`config.mk`:
```
export PLATFORM = sky130hd
export DESIGN_NAME = regfile_scan_ctrl
export DESIGN_NICKNAME = d
export VERILOG_FILES = /design/src/rtl/regfile_scan_ctrl.sv
export SDC_FILE = /design/constraint.sdc
export NUM_CORES = 1
export LEC_CHECK = 0
export ABC_AREA = 1
export CAP_MARGIN = 10
export CORE_UTILIZATION = 40
export DETAILED_ROUTE_END_ITERATION = 10
export GPL_ROUTABILITY_DRIVEN = 0
export GPL_TIMING_DRIVEN = 0
export PLACE_DENSITY = 0.68
export SLEW_MARGIN = 20
export SYNTH_ARGS = -nofsm -noshare
export SYNTH_HDL_FRONTEND = slang
export SYNTH_SLANG_ARGS = --single-unit
```
`constraint.sdc`:
```
create_clock -name i_clock -period 3.6 [get_ports i_clock]
set_input_delay 0.72 -clock i_clock [delete_from_list [all_inputs] [get_ports i_clock]]
set_output_delay 0.72 -clock i_clock [all_outputs]
set_load 0.01 [all_outputs]
```
`src/rtl/regfile_scan_ctrl.sv`:
```
// Run/scan sequencer: runs the CPU for a programmed number of cycles, counts register
// writes, then freezes the CPU and streams every regfile entry out over valid/ready.
module regfile_scan_ctrl #(
  parameter int NUM_REGS = 32,
  parameter int ADDR_W   = 5,
  parameter int DATA_W   = 32,
  parameter int CYCLE_W  = 16
) (
  input  logic               i_clock,
  input  logic               i_reset,
  input  logic               i_start,
  input  logic [CYCLE_W-1:0] i_num_cycles,
  output logic               o_cpu_en,
  input  logic [ADDR_W-1:0]  i_proc_rs1,
  output logic [ADDR_W-1:0]  o_rf_rs1,
  input  logic [DATA_W-1:0]  i_rf_data_a,
  input  logic               i_rf_we,
  input  logic [ADDR_W-1:0]  i_rf_rd,
  output logic               o_out_valid,
  input  logic               i_out_ready,
  output logic [ADDR_W-1:0]  o_out_reg,
  output logic [DATA_W-1:0]  o_out_data,
  output logic               o_busy,
  output logic               o_done,
  output logic [CYCLE_W-1:0] o_wr_count
);

  typedef enum logic [2:0] {
    S_IDLE,
    S_RUN,
    S_SCAN_ADDR,
    S_SCAN_OUT,
    S_DONE
  } state_t;

  localparam logic [ADDR_W-1:0] LAST_IDX = ADDR_W'(NUM_REGS - 1);

  state_t             r_state;
  logic [CYCLE_W-1:0] r_len;
  logic [CYCLE_W-1:0] r_cyc;
  logic [ADDR_W-1:0]  r_idx;
  logic [CYCLE_W-1:0] r_wr_count;
  logic [ADDR_W-1:0]  r_out_reg;
  logic [DATA_W-1:0]  r_out_data;
  logic               r_cpu_en;
  logic               r_out_valid;
  logic               r_busy;
  logic               r_done;

  logic w_scan;
  logic w_count_write;

  // Read port A belongs to the processor except while the scan owns it.
  assign w_scan        = (r_state == S_SCAN_ADDR) || (r_state == S_SCAN_OUT);
  assign o_rf_rs1      = w_scan ? r_idx : i_proc_rs1;
  assign w_count_write = i_rf_we && (i_rf_rd != '0) && (r_wr_count != '1);

  always_ff @(posedge i_clock) begin
    if (i_reset) begin
      r_state     <= S_IDLE;
      r_len       <= '0;
      r_cyc       <= '0;
      r_idx       <= '0;
      r_wr_count  <= '0;
      r_out_reg   <= '0;
      r_out_data  <= '0;
      r_cpu_en    <= 1'b0;
      r_out_valid <= 1'b0;
      r_busy      <= 1'b0;
      r_done      <= 1'b0;
    end else begin
      // NOTE: outputs are registered, so each one is updated together with the
      // transition into the state that owns it rather than decoded from r_state.
      case (r_state)
        S_IDLE, S_DONE: begin
          if (i_start) begin
            r_len      <= i_num_cycles;
            r_cyc      <= '0;
            r_wr_count <= '0;
            r_idx      <= '0;
            r_busy     <= 1'b1;
            r_done     <= 1'b0;
            if (i_num_cycles != '0) begin
              r_state  <= S_RUN;
              r_cpu_en <= 1'b1;
            end else begin
              r_state  <= S_SCAN_ADDR;
            end
          end
        end
        S_RUN: begin
          r_cyc <= r_cyc + CYCLE_W'(1);
          if (w_count_write) r_wr_count <= r_wr_count + CYCLE_W'(1);
          if (r_cyc == r_len - CYCLE_W'(1)) begin
            r_state  <= S_SCAN_ADDR;
            r_cpu_en <= 1'b0;
          end
        end
        S_SCAN_ADDR: begin
          r_out_data  <= i_rf_data_a;
          r_out_reg   <= r_idx;
          r_out_valid <= 1'b1;
          r_state     <= S_SCAN_OUT;
        end
        S_SCAN_OUT: begin
          if (i_out_ready) begin
            r_out_valid <= 1'b0;
            if (r_idx == LAST_IDX) begin
              r_state <= S_DONE;
              r_busy  <= 1'b0;
              r_done  <= 1'b1;
            end else begin
              r_idx   <= r_idx + ADDR_W'(1);
              r_state <= S_SCAN_ADDR;
            end
          end
        end
        default: r_state <= S_IDLE;
      endcase
    end
  end

  assign o_cpu_en    = r_cpu_en;
  assign o_out_valid = r_out_valid;
  assign o_out_reg   = r_out_reg;
  assign o_out_data  = r_out_data;
  assign o_busy      = r_busy;
  assign o_done      = r_done;
  assign o_wr_count  = r_wr_count;

endmodule
```
==> impl_metrics.json <==
{
  "drt_iter0_markers": 259,
  "drv_slew": 0,
  "p_switching_w": 0.00123,
  "dieArea_sq_um": 12500,
  "cts_tree": "built",
  "synth_top_cell_by_area": "dfxtp_1",
  "cts_resized": 0,
  "hold_path_depth": 2,
  "via_count": 4856,
  "fin_util_pct": 56.4,
  "ant_nets": 0,
  "cts_buffers": 9,
  "holdBufCountCts": 0,
  "path_clk_slew_ps": 70,
  "p_comb_share_pct": 34.7,
  "cap_violations": 0,
  "antenna_found_initial": 0,
  "clock.fmax_mhz": 368,
  "htreeDepth": 3,
  "postSynthCellCount": 683,
  "power.share.sequential_pct": 38.6,
  "layout-drive-gt1-share_pct": 7.43,
  "fin_skew_ps": 5.87,
  "drt-pass1-iter-count": 8,
  "die_h_microns": 112,
  "seq_area_sq_um": 1940,
  "p_int_w": 0.00228,
  "fin_nets": 885,
  "clock_path_buffers": 2,
  "synth_nets": 751,
  "cp_data_arrival_time_ps": 2000,
  "ys_seq_elements": 97,
  "globalRouteOverflowTotal": 0,
  "netSwitchingFraction_pct": 35.0,
  "period_minus_slack_ps": 2720,
  "post_drt_wl_per_cell_microns": 14.1,
  "powerDensity_nw_per_um2": 538,
  "leakage_nw": 2.43,
  "reg2reg_from": "r_len[0]",
  "hold_class": "reg2reg",
  "largest_reg_flops": 32,
  "numClockSinks": 97,
  "rows": 39,
  "crit_type": "reg2out",
  "clkPwrFrac_pct": 26.7,
  "hold_viol": 0,
  "setup_ws_ps": 883,
  "vias_per_cell": 5.04,
  "synth_area_per_cell_sq_um": 7.06,
  "critPathCaptureType": "output pin",
  "remaining_drc_errors": 3,
  "syn2layout_area_growth_pct": 35.3,
  "post_cts_buffers": 0,
  "grt_util_all_layers_pct": 22.4,
  "final_common_cell": "clkdlybuf4s50_1",
  "clock_latency_ps": 350,
  "grt_max_degree": 16,
  "setup_viol": 0,
  "yosysTopAreaCellShare_pct": 40.3,
  "diodes": 0,
  "status": "complete, but fails checks",
  "failed_checks": "DRC",
  "critPathCapture": "o_rf_rs1[4]",
  "r2r_cells": 15,
  "setup_tns_ps": 0,
  "r2r_end": "r_state[0]",
  "ir_drop_mv": 0.323,
  "ys_warn_count": 0,
  "layout_common_cells": "clkdlybuf4s50_1 (123), nand2_1 (113), dfxtp_1 (97), inv_1 (89), a21oi_1 (76)",
  "synth.area.top_cells": "dfxtp_1 (40%), nand2_1 (8.8%), a21oi_1 (7.9%), inv_1 (6.9%), o21ai_0 (6.8%)",
  "finalCritPeriodShare_pct": 75.5,
  "slew_headroom_pct": 56.0,
  "drt_wl_total_mm": 13.6,
  "r2r_setup_slack_ps": 1420,
  "synth_cell_types": 41,
  "path_max_fanout": 8,
  "ys_seq_area_share_pct": 40.3,
  "fillers": 1087,
  "startpoint_type": "flop",
  "rsz0062_at_grt": "no",
  "start_util_pct": 41.7,
  "setup.worst_path.start": "r_state[2]",
  "syn_area_sq_um": 4820,
  "numPortBuffers": 123,
  "grt_pass1_wl_mm": 22.4,
  "post-dp-hpwl_mm": 10.4,
  "core-area_sq_um": 11600,
  "multi_input_area_sq_um": 2410,
  "grt_pass1_vias": 4620,
  "ioPinCount": 125,
  "worst_slew_pin_slew_ps": 658,
  "cp_data_required_time_ps": 2880,
  "cts-root-buf": "clkbuf_16",
  "pre_cts_ws_ps": 1010,
  "die_w_microns": 112
}
[layout make-up]
| type | count | area share (%) |
|---|---|---|
| multi-input cells | 464 | 37.0 |
| flip-flops and latches | 97 | 29.8 |
| repair buffers | 123 | 18.9 |
| inverters | 98 | 5.64 |
| clock buffers | 12 | 4.08 |
| well taps | 143 | 2.74 |
| plain buffers | 24 | 1.55 |
| clock inverters | 3 | 0.384 |
[synth_stat cells (all sizes together)]
master and count:
a211oi 6, a21boi 2, a21oi 79, a22oi 2, a311oi 1, and2 1
buf 6, clkbuf 18, clkinv 1, dfxtp 97, ha 5, inv 97
mux2 3, nand2 120, nand3 29, nand3b 5, nand4 9, nor2 84
nor3 14, nor3b 1, nor4 6, o21ai 74, o21bai 1, o22ai 1
o311ai 1, xnor2 11, xor2 9
[worst max-delay path, stage by stage, from the launching register on]
cell and delay [ps]:
dfxtp_1 450, inv_1 110, nand2_1 230, mux2_2 370, clkdlybuf4s50_1 480
[metrics by stage]
stage	power [W]	instances	hold slack (ps)	area [sq um]
6_report	0.00351	964	442	6530
5_1_grt	0.00373	964	461	6530
4_1_cts	0.00353	964	446	6530
3_5_place_dp	0.00259	949	436	6230
3_3_place_gp	0.00257	949	433	6230
2_1_floorplan	0.00209	683	462	4820
[layer usage]
layer  share of wire, %  vias to the layer above  GRT usage [%]
li1                   -                     2497              -
met2                 48                      110           36.8
met4                2.1                        0           9.28
met5                  0                        -              0
met3                4.1                       23           3.76
met1                 46                     2226           29.1
[power by group through the flow]
stage	clock network (W)	registers [W]	logic (W)
2_1_floorplan	0	0.00140	0.000692
3_3_place_gp	0	0.00137	0.00119
3_5_place_dp	0	0.00138	0.00121
4_1_cts	0.000956	0.00135	0.00122
5_1_grt	0.00100	0.00137	0.00136
6_report	0.000939	0.00135	0.00122
[worst min path at each step]
stage | from | end | slack, ps
after floorplan | r_len[6] | r_len[6] | 460
after global placement | o_out_data[28] | o_out_data[28] | 430
after detailed placement | o_out_data[15] | o_out_data[15] | 440
after CTS | o_out_data[15] | o_out_data[15] | 450
after global routing | o_out_reg[1] | o_out_reg[1] | 460
final | o_out_data[15] | o_out_data[15] | 440
[kinds of logic after synthesis]
| group | after synthesis | share of synthesized area [%] |
|---|---|---|
| buf+inv | 122 | 9.73 |
| flops | 97 | 40.3 |
| compound gates | 167 | 18.8 |
| simple gates | 269 | 25.6 |
| xor+xnor | 20 | 3.63 |
| mux | 3 | 0.700 |
| fa+ha+maj | 5 | 1.30 |
No activity file was read; power rests on OpenSTA's default activity.
